===== config.mk =====
export PLATFORM = sky130hd
export DESIGN_NAME = dpram_port_arbiter
export DESIGN_NICKNAME = d
export VERILOG_FILES = /design/src/rtl/dpram_port_arbiter.sv
export SDC_FILE = /design/constraint.sdc
export NUM_CORES = 1
export LEC_CHECK = 0
export BUFFER_PORTS_ARGS = -buffer_cell sky130_fd_sc_hd__buf_2
export CORE_MARGIN = 5
export CORE_UTILIZATION = 46
export DETAILED_ROUTE_END_ITERATION = 7
export PLACE_DENSITY = 0.8
export SLEW_MARGIN = 20
export SYNTH_ARGS = -nofsm -noshare
export SYNTH_HDL_FRONTEND = slang
export SYNTH_SLANG_ARGS = --single-unit

===== constraint.sdc =====
create_clock -name clk -period 1.9 [get_ports clk]
set_input_delay 0 -clock clk [delete_from_list [all_inputs] [get_ports clk]]
set_output_delay 0 -clock clk [all_outputs]
set_load 0.01 [all_outputs]

===== src/rtl/dpram_port_arbiter.sv =====
// Round-robin arbiter sharing dpram port A between a CPU (requester 0) and an
// I/O/DMA engine (requester 1). Each access is grant, RAM cycle, then ack.
module dpram_port_arbiter #(
    parameter int AW = 10,
    parameter int DW = 16
) (
    input  logic          clk,
    input  logic          rst_n,
    input  logic          req0,
    input  logic          req1,
    input  logic          we0,
    input  logic          we1,
    input  logic [AW-1:0] addr0,
    input  logic [AW-1:0] addr1,
    input  logic [DW-1:0] wdata0,
    input  logic [DW-1:0] wdata1,
    output logic          ack0,
    output logic          ack1,
    output logic [DW-1:0] rdata0,
    output logic [DW-1:0] rdata1,
    output logic          mem_en,
    output logic [AW-1:0] mem_addr,
    output logic [DW-1:0] mem_wdata,
    input  logic [DW-1:0] mem_out,
    output logic          busy
);

    localparam logic [1:0] IDLE   = 2'd0;
    localparam logic [1:0] ACCESS = 2'd1;
    localparam logic [1:0] RESP   = 2'd2;

    logic [1:0] state;
    logic       sel;
    logic       last;
    logic       elig0;
    logic       elig1;
    logic       win;

    // NOTE: every signal gets a value before any branch, so no latch is inferred.
    always_comb begin
        elig0 = req0 & ~ack0;
        elig1 = req1 & ~ack1;
        win   = 1'b0;
        if (elig0 && elig1) begin
            win = ~last;
        end else if (elig1) begin
            win = 1'b1;
        end
    end

    assign busy = (state != IDLE);

    // NOTE: sequential state uses non-blocking assignments so every flop sees pre-edge values.
    always_ff @(posedge clk or negedge rst_n) begin
        if (!rst_n) begin
            state     <= IDLE;
            sel       <= 1'b0;
            last      <= 1'b1;
            mem_en    <= 1'b0;
            mem_addr  <= '0;
            mem_wdata <= '0;
            ack0      <= 1'b0;
            ack1      <= 1'b0;
            rdata0    <= '0;
            rdata1    <= '0;
        end else begin
            ack0 <= 1'b0;
            ack1 <= 1'b0;
            case (state)
                IDLE: begin
                    if (elig0 || elig1) begin
                        sel       <= win;
                        mem_addr  <= win ? addr1  : addr0;
                        mem_wdata <= win ? wdata1 : wdata0;
                        mem_en    <= win ? we1    : we0;
                        if (elig0 && elig1) begin
                            last <= win;
                        end
                        state <= ACCESS;
                    end
                end
                ACCESS: begin
                    // RAM samples mem_* on this edge; address and data stay put.
                    mem_en <= 1'b0;
                    state  <= RESP;
                end
                RESP: begin
                    if (sel) begin
                        rdata1 <= mem_out;
                        ack1   <= 1'b1;
                    end else begin
                        rdata0 <= mem_out;
                        ack0   <= 1'b1;
                    end
                    state <= IDLE;
                end
                default: begin
                    mem_en <= 1'b0;
                    state  <= IDLE;
                end
            endcase
        end
    end

endmodule


==> results of run 1 <==
metal layers:
metal	track usage	routed length, um	up-vias
li1	-	-	1199
met1	0.2284	2980	1171
met2	0.4151	4322	100
met3	0.05456	520	25
met4	0.1130	268	0
met5	0	0	-
registers in the layout, summed over array words and instances, names as in the netlist:
signal / flops
rdata0: 16
mem_en: 1
ack0: 1
last: 1
rdata1: 16
mem_addr: 10
ack1: 1
sel: 1
mem_wdata: 16
state: 2
report_power, final:
group          internal, uW  leakage (uW)  total [uW]  switching [uW]
combinational          1340       0.00139        2810            1470
sequential             2090      0.000794        2500             411
clock                   713      0.000107        1200             486
worst paths after layout:
| check | from | to | cells past startpoint |
|---|---|---|---|
| worst max-delay path | ack1$_DFF_PN0_ | mem_en$_DFFE_PN0P_ | 5 |
| worst min-delay path | wdata0[0] | mem_wdata[0]$_DFFE_PN0P_ | 3 |
| worst max register to register | ack1$_DFF_PN0_ | mem_en$_DFFE_PN0P_ | 5 |
| worst min register to register | rdata1[14]$_DFFE_PN0P_ | rdata1[14]$_DFFE_PN0P_ | 2 |
| max in group asynchronous | rst_n | last$_DFFE_PN1P_ | 3 |
| min in group asynchronous | rst_n | rdata1[14]$_DFFE_PN0P_ | 2 |
critical path, cell delays in order, from the launching register on:
cell and delay, ps:
dfrtp_1 400, nor2b_4 170, a21boi_4 220, buf_12 230, mux2i_1 270, o21ai_0 100
kinds of logic (layout without fill, tap and decap cells):
family,count (synthesis),count (layout)
AND/OR/NAND/NOR,83,83
multiplexers,44,44
flip-flops,65,65
buffers and inverters,14,226
XOR/XNOR,1,1
other,0,1
AO/OA/AOI/OAI,30,30
stage by stage:
step                        util  power [uW]  instances  setup WS [ps]
final                     0.7460        6503        525          356.9
after global routing      0.7455        6968        524          251.3
after CTS                 0.7455        6543        524          343.2
after detailed placement  0.5980        5229        442          348.2
after global placement    0.5980        5103        442          399.0
after floorplan                -        4187        237          479.4
layout make-up:
class                   count  area share
inverters                   3    0.002565
clock inverters             2    0.007979
clock buffers              14     0.03933
diodes                      1   0.0005700
flip-flops and latches     65      0.3708
well taps                  75     0.02137
repair buffers            207      0.3203
multi-input cells         158      0.2371
placed cells by master (no fill, tap or decap), drive strengths merged, types with 2 or more instances in the layout:
cell type and instances:
o21ai 29, dfrtp 64, clkbuf 14, inv 2, nand2 74, dlygate4sd3 66
nor2 2, mux2 17, nor2b 3, buf 141, mux2i 27, clkinv 2
==> reports/qor.yml, run 1 <==
yosys_warnings: 0
post-route-period-util: 0.8121
p_leak_uw: 0.002289
dr.pass1.iters: 4
fin_crit_ps: 1543
netlist_area_mm2: 0.002784
ir_worst_vdd_v: 0.0007802
synth_top_family_by_area: "multiplexers"
grt.overflow.total: 0
grt_setup_unrepaired: "no"
initialDrtViolationCount: 68
setup_viol: 0
r2r_slack_ps: 360
syn_to_final_growth_pct: 57.71
synthAdderAreaFrac: 0
finalSetupTns_ps: 0
synthTopCellsByCount: "74 x nand2_1, 64 x dfrtp_1, 27 x mux2i_1"
coreArea_mm2: 0.005886
top_level_ports: 136
synthCells: 237
nets: 518
cts_tree: "built"
routedWlPerCell_um: 15.41
hp-class: "in -> reg"
dp_hpwl_mm: 4.900
numCtsBuffers: 9
antenna_found_initial: 0
synth.distinct_cells: 24
synthesis.area_per_instance_um2: 11.75
multiInputGateArea_mm2: 0.001041
grt_max_degree: 41
cts.sinks: 65
drv_cap: 0
die-area_mm2: 0.007708
placed_area_mm2: 0.003520
die_y_um: 87.80
yosys-top-cells-area: "dfrtp_1 58%, nand2_1 10%, mux2i_1 9.7%, mux2_4 4.9%, o21ai_1 3.4%"
tightest_slew_ps: 589.1
hold_slack_ps: 7.650
dr_total_vias: 2495
grt_pass1_wl_mm: 12.90
drc: 0
drive_above_1_share: 0.3987
synthArstFlopShare: 1.000
synthMuxAreaShare: 0.1780
synthFlopType: "dfrtp_1"
critical_path_required_ps: 2090
portBuffers: 135
post_cts_buffers: 0
max_freq_ghz: 0.6481
crit_fanout: 28
ys_ff_latch: 65
startpoint_type: "flop"
grt_util_all_layers: 0.2224
ctsHoldBuffers: 66
synth_edf_count: 0
synthXorXnorAreaFrac: 0.003146
power_density_mw_per_mm2: 1481
synth_simple_gate_area_frac: 0.1299
synth_compound_area_frac: 0.06022
gp_congestion: 0.7151
synth.most_common_cell: "nand2_1"
finalHoldViolCount: 0
initial_core_util: 0.4730
clk_latency_ps: 330
vias_per_cell: 4.752
cts_buffer_depth: 2
worstPathArrival_ps: 1730
routed_wirelength_mm: 8.091
fin_area_mm2: 0.004390
num_rows: 28
root_buffer: "clkbuf_8"
timing.slew.headroom: 0.6073
fin_skew_ps: 9.056
n_fill_cell: 405
crit_path_end_kind: "flop"
h-tree-depth: 3
syn_nets: 311
seq_area_mm2: 0.001628
grt_pass1_vias: 2800
clk_pin_slew_worst_paths_ps: 70
cts_resized: 0
path_class: "reg -> reg"
drv_slew: 0
synth_top_area_share: 0.5753
status: "finished, final reports clean"
yosysTopAreaCell: "dfrtp_1"
yosysSeqAreaShare: 0.5847
die_x_um: 87.80
drt.antenna.violating_nets: 0
Power figures use the tool's default switching activity.
==> run 2, diff against run 1 <==
--- a/config.mk
+++ b/config.mk
@@ -5,11 +5,12 @@
 export SDC_FILE = /design/constraint.sdc
 export NUM_CORES = 1
 export LEC_CHECK = 0
+export ABC_AREA = 1
 export BUFFER_PORTS_ARGS = -buffer_cell sky130_fd_sc_hd__buf_2
 export CORE_MARGIN = 5
-export CORE_UTILIZATION = 46
+export CORE_UTILIZATION = 42
 export DETAILED_ROUTE_END_ITERATION = 7
-export PLACE_DENSITY = 0.8
+export PLACE_DENSITY = 0.75
 export SLEW_MARGIN = 20
 export SYNTH_ARGS = -nofsm -noshare
 export SYNTH_HDL_FRONTEND = slang
==> constraint.sdc (replaced) <==
create_clock -name clk -period 1.33 [get_ports clk]
set_input_delay 0 -clock clk [delete_from_list [all_inputs] [get_ports clk]]
set_output_delay 0 -clock clk [all_outputs]
set_load 0.01 [all_outputs]
==> run 2 against run 1 <==
Net effect: utilization down 6.7 points; global-route usage down 1.2 points; clock skew down 0.52 ps; largest power group unchanged.
==> reports/qor.yml, run 2 <==
nets: 660  # +27%
gp_congestion: 0.7530  # +5.3%
power_density_mw_per_mm2: 2068  # +40%
synthCells: 379  # +60%
initialDrtViolationCount: 118  # +74%
worstRegToRegCells: 7  # +2
switching_share: 0.4027  # +0.03911
yosys-top-cells-area: "dfrtp_1 53%, nand2_1 15%, inv_1 9.5%, nand3_1 7.9%, o21ai_0 5.6%"
coreArea_mm2: 0.007137  # +21%
vias_per_cell: 4.619  # -2.8%
status: "finished, final reports clean"
drv_cap: 0  # unchanged
cts.sinks: 65  # unchanged
syn_nets: 453  # +46%
drt.antenna.violating_nets: 0  # unchanged
die_x_um: 95.03  # +8.2%
grt_util_all_layers: 0.2101  # -0.01232
routedWlPerCell_um: 13.78  # -11%
hp-class: "in -> reg"
largest_registers: "mem_wdata x16, rdata0 x16, rdata1 x16"
hold_slack_ps: 13.40  # +5.748 ps
timing.slew.headroom: 0.7661  # +0.1588
hold_start: "addr0[0]"
holdPathStages: 5  # +2
root_buffer: "clkbuf_8"
power.switching_uw: 4035  # +71%
dr_total_vias: 3187  # +28%
grt.overflow.total: 0  # unchanged
synth.distinct_cells: 18  # -25%
crit_fanout: 9  # -68%
synthTopCellsByCount: "120 x nand2_1, 77 x inv_1, 64 x dfrtp_1"
fin_util: 0.6788  # -0.06714
antenna_found_initial: 0  # unchanged
path_class: "reg -> reg"
dp_hpwl_mm: 5.744  # +17%
portBuffers: 135  # unchanged
die-area_mm2: 0.009031  # +17%
numCtsBuffers: 9  # unchanged
clk_pin_slew_worst_paths_ps: 80  # about the same
die_y_um: 95.03  # +8.2%
h-tree-depth: 3  # unchanged
internal-power_uw: 5985  # +45%
routed_wirelength_mm: 9.506  # +17%
syn_to_final_growth_pct: 59.54
synth_edf_count: 0  # unchanged
r2r_end: "mem_wdata[1]$_DFFE_PN0P_"
netlist_area_mm2: 0.003037  # +9.1%
placed_area_mm2: 0.003909  # +11%
grt_max_degree: 66  # +61%
grt_pass1_vias: 3155  # +13%
fin_area_mm2: 0.004845  # +10%
grt_pass1_wl_mm: 14.79  # +15%
synth.most_common_cell: "nand2_1"
p_clk_frac: 0.170  # -0.014
critical_path_required_ps: 1600  # -490 ps
synthArstFlopShare: 1.000  # unchanged
drc: 0  # unchanged
tightest_slew_ps: 350.9  # -238.2 ps
synthesis.area_per_instance_um2: 8.012  # -32%
synthFlopType: "dfrtp_1"
diodes: 0  # -1
cts_tree: "built"
finalHoldViolCount: 0  # unchanged
layout_commonest_cell: "buf_2"
startpoint_type: "flop"
comb_power_share: 0.479  # +0.047
setup_viol: 0  # unchanged
num_rows: 31  # +11%
initial_core_util: 0.4255  # -0.04751
place_ws_ps: 71.52  # -276.6 ps
yosysSeqAreaShare: 0.5361  # -0.04867
top_level_ports: 136  # unchanged
max_freq_ghz: 0.7824  # +21%
seq_power_share: 0.351  # -0.033
r2r_start: "state[1]$_DFFE_PN0P_"
p_leak_uw: 0.002805  # +23%
worstPathArrival_ps: 1550  # -180 ps
total_power_uw: 10020  # +54%
layout_setup_ws_ps: 51.83  # -305.1 ps
clk_latency_ps: 340  # about the same
cts_buffer_depth: 2  # unchanged
ir_worst_vdd_v: 0.001344  # +72%
final_cell_mix: "135 x buf_2, 117 x nand2_1, 77 x inv_1"
yosys_warnings: 0  # unchanged
dr.pass1.iters: 4  # unchanged
drv_slew: 0  # unchanged
synth_top_area_share: 0.5274  # -0.04788
fin_skew_ps: 8.536  # -0.5208 ps
ys_ff_latch: 65  # unchanged
post-route-period-util: 0.9610  # +0.1489
drive_above_1_share: 0.3181  # -0.08056
min_to: "mem_addr[0]$_DFFE_PN0P_"
yosysTopAreaCell: "dfrtp_1"
crit_path_end_kind: "flop"
r2r_slack_ps: 50  # -310 ps
fin_crit_ps: 1278  # -264.9 ps
run 2: cells by family after synthesis:
| kind of cell | after synthesis | synth area share |
|---|---|---|
| and+or+nand+nor | 183 | 0.2707 |
| buffers and inverters | 96 | 0.1318 |
| DFF | 65 | 0.5361 |
| AOI/OAI and AO/OA | 35 | 0.06139 |
run 2: power by group through the flow:
stage          sequential (uW)  combinational [uW]  clock, uW
2_1_floorplan             3900                1990          0
4_1_cts                   3500                4470       1740
3_5_place_dp              3500                4340          0
3_3_place_gp              3510                4170          0
6_report                  3520                4800       1700
5_1_grt                   3630                5310       1820
run 2: worst max-delay path by stage:
stage	from	endpoint	depth (start not counted)
finish	state[1]$_DFFE_PN0P_	mem_wdata[1]$_DFFE_PN0P_	7
global route	state[1]$_DFFE_PN0P_	mem_addr[0]$_DFFE_PN0P_	7
global placement	last$_DFFE_PN1P_	mem_wdata[0]$_DFFE_PN0P_	6
floorplan	last$_DFFE_PN1P_	mem_addr[1]$_DFFE_PN0P_	7
detailed placement	last$_DFFE_PN1P_	mem_en$_DFFE_PN0P_	6
CTS	last$_DFFE_PN1P_	mem_wdata[1]$_DFFE_PN0P_	6
run 2: worst max-delay path, stage by stage, from the launching register on:
cell and delay, ps:
dfrtp_2 450, nor2_4 140, inv_2 70, a21oi_4 130, buf_12 140, clkbuf_16 150, nand3_1 70, nand2_1 70
run 2: per-layer routing:
layer / track usage / wire [um] / share of wire
met5: 0 / 0 / 0
met4: 0.06611 / 99 / 0.010
met3: 0.06472 / 936 / 0.098
met2: 0.3635 / 4586 / 0.48
met1: 0.2499 / 3884 / 0.41
run 2: what timing repair did:
| item | CTS | global route |
|---|---|---|
| buffers inserted | 0 | 2 |
| hold buffers | 63 | 0 |
| setup endpoints to repair | 0 | 18 |
| gates resized for setup | 0 | 8 |
| hold endpoints to repair | 124 | 0 |
run 2: metrics by stage:
| step | cells | TNS (ps) |
|---|---|---|
| finish | 690 | 0 |
| global placement | 607 | 0 |
| floorplan | 379 | 0 |
| CTS | 686 | 0 |
| global route | 690 | -2.435 |
| detailed placement | 607 | 0 |
run 2: area by class of cell:
type,count,area (um^2)
Clock inverter,7,77.57
Clock buffer,9,123.9
Sequential cell,65,1629
Tap cell,99,123.9
Inverter,78,292.8
Multi-Input combinational cell,218,1028
Fill cell,562,2292
Timing Repair Buffer,214,1569
==> run 3, diff against run 2 <==
--- a/config.mk
+++ b/config.mk
@@ -5,10 +5,9 @@
 export SDC_FILE = /design/constraint.sdc
 export NUM_CORES = 1
 export LEC_CHECK = 0
-export ABC_AREA = 1
 export BUFFER_PORTS_ARGS = -buffer_cell sky130_fd_sc_hd__buf_2
 export CORE_MARGIN = 5
-export CORE_UTILIZATION = 42
+export CORE_UTILIZATION = 41
 export DETAILED_ROUTE_END_ITERATION = 7
 export PLACE_DENSITY = 0.75
 export SLEW_MARGIN = 20
==> run 3 against run 2 <==
Net effect: the run now ends with negative setup slack left; global-route usage decreased by 1.7 points; hold slack improved by 77 ps; register-to-register slack got worse by 130 ps; clock power decreased by 2%; combinational power decreased by 5.4%; fmax decreased by 9.2%; sequential power about the same.
==> reports/qor.yml, run 3 (synthesis gave the netlist of run 1 again) <==
setup_viol: 38  # +38
n_fill_cell: 480  # -15%
max_stage_delay_ps: 400  # -50 ps
total_power_uw: 9740  # -2.8%
dp_hpwl_mm: 4.926  # -14%
crit_path_end_kind: "flop"
grt.overflow.total: 0  # unchanged
fin_util: 0.6857  # +0.006839
drc: 0  # unchanged
routed_wirelength_mm: 8.331  # -12%
routedWlPerCell_um: 15.26  # +11%
status: "finished, violations left"
gp_congestion: 0.7523  # about the same
cts.sinks: 65  # unchanged
crit_fanout: 22  # +13
clk_latency_ps: 330  # about the same
p_leak_uw: 0.002392  # -15%
power.switching_uw: 3552  # -12%
coreArea_mm2: 0.006719  # -5.9%
grt_util_all_layers: 0.1932  # -0.01685
largest_registers: "mem_wdata x16, rdata0 x16, rdata1 x16"
crit_family: "flip-flops"
initial_core_util: 0.4143  # -0.01115
power_density_mw_per_mm2: 2114  # +2.2%
portBuffers: 135  # unchanged
switching_share: 0.3647  # -0.03805
cp_num_buf_inv: 1  # -2
worstPathCellList: "nor2b_4, a21boi_4, buf_12, mux2i_2, o21ai_1"
timing.slew.headroom: 0.7609  # -0.005165
layout_setup_ws_ps: -78.34  # -130.2 ps
grt_pass1_wl_mm: 12.88  # -13%
met2_length_mm: 4.334  # -5.5%
placed_area_mm2: 0.003618  # -7.4%
route.top_layer_used: "met4"
die_x_um: 92.40  # -2.8%
top_level_ports: 136  # unchanged
post-route-period-util: 1.059  # +0.09787
cts_tree: "built"
grt_setup_unrepaired: "yes"
antenna_found_initial: 0  # unchanged
final_cell_mix: "135 x buf_2, 74 x nand2_1, 71 x dlygate4sd3_1"
r2r_slack_ps: -80  # -130 ps
drive_above_1_share: 0.4172  # +0.09910
hold_start: "req0"
slowest_stage: "dfrtp_1"
internal-power_uw: 6188  # +3.4%
critical_path_required_ps: 1540  # -60 ps
die_y_um: 92.40  # -2.8%
finalHoldViolCount: 0  # unchanged
r2r_start: "ack1$_DFF_PN0_"
ir_worst_vdd_v: 0.001123  # -16%
dr_total_vias: 2556  # -20%
grt_pass1_vias: 2764  # -12%
num_rows: 30  # -3.2%
startpoint_type: "flop"
vias_per_cell: 4.681  # +1.4%
die-area_mm2: 0.008538  # -5.5%
grt_max_degree: 66  # unchanged
cp-startpoint: "ack1$_DFF_PN0_"
max_freq_ghz: 0.7101  # -9.2%
place_ws_ps: -43.35  # -114.9 ps
hp-class: "in -> reg"
clk_pin_slew_worst_paths_ps: 70  # about the same
wl_met3_um: 384  # -59%
path_class: "reg -> reg"
fin_area_mm2: 0.004607  # -4.9%
numCtsBuffers: 9  # unchanged
dr.pass1.iters: 4  # unchanged
violations: "negative setup slack"
nets: 534  # -19%
fin_crit_ps: 1408  # +130.2 ps
drv_cap: 0  # unchanged
cts_buffer_depth: 2  # unchanged
comb_power_share: 0.466  # -0.013
fin_skew_ps: 6.549  # -1.986 ps
layout_commonest_cell: "buf_2"
initialDrtViolationCount: 52  # -56%
root_buffer: "clkbuf_8"
tightest_slew_ps: 358.6  # +7.748 ps
drv_slew: 0  # unchanged
drt-met1-wl_mm: 3.202  # -18%
drt.antenna.violating_nets: 0  # unchanged
syn_to_final_growth_pct: 65.48
p_clk_frac: 0.170  # about the same
h-tree-depth: 3  # unchanged
seq_power_share: 0.364  # +0.013
worstPathArrival_ps: 1620  # +70 ps
run 3: cell count changes in the layout (fill, tap and decap cells not counted), moves of 4 or more:
cell / delta
o21ai_1: +25
o21ai_0: -31
nand2_1: -43
inv_1: -75
nand3_1: -46
mux2_4: +16
buf_12: -4
mux2i_1: +26
nand2_2: -4
nand3_2: -11
dlygate4sd3_1: +8
buf_4: +6
run 3: routing by layer:
layer  GRT usage  vias up
met2      0.3390      109
met5           0        -
li1            -     1235
met4      0.1448        0
met3     0.03412       35
met1      0.2058     1177
run 3: tightest hold or removal path, stage by stage:
cell,delay [ps]
buf_2,100
nor2b_4,140
nand3_1,90
xnor2_1,70
run 3: final timing paths:
check | to | cells past startpoint
max | mem_wdata[15]$_DFFE_PN0P_ | 5
min | last$_DFFE_PN1P_ | 4
max reg2reg | mem_wdata[15]$_DFFE_PN0P_ | 5
min reg2reg | rdata1[15]$_DFFE_PN0P_ | 2
max in group asynchronous | last$_DFFE_PN1P_ | 3
min in group asynchronous | rdata0[13]$_DFFE_PN0P_ | 3
run 3: area by class of cell:
type	instances	area [um^2]	area share
clock buffer	11	141.4	0.03069
tap	80	100.1	0.02173
timing repair buffer	223	1589	0.3449
antenna	1	2.502	0.0005432
multi-input combinational	158	1079	0.2341
clock inverter	5	55.05	0.01195
sequential	65	1629	0.3536
inverter	3	11.26	0.002444
run 3: power groups by stage:
stage,logic (uW),registers (uW),clock network (uW)
finish,4540,3550,1660
global route,4920,3660,1790
CTS,4340,3520,1700
detailed placement,4140,3530,0
global placement,4030,3500,0
floorplan,2020,3960,0
run 3: timing repair:
item,CTS,global route
pin swaps,0,0
gates cloned,0,1
hold buffers,71,0
gates resized for setup,8,11
buffers inserted,0,1
setup endpoints to repair,24,44
hold endpoints to repair,124,0
run 3: stage by stage:
stage | hold WS, ps | TNS, ps | cells
after global placement | 41.71 | 0 | 456
final | 90.01 | -1009 | 546
after floorplan | -295.6 | -2255 | 237
after CTS | 82.93 | -579.5 | 543
after detailed placement | 42.31 | -480.8 | 456
after global routing | 110.7 | -3403 | 545
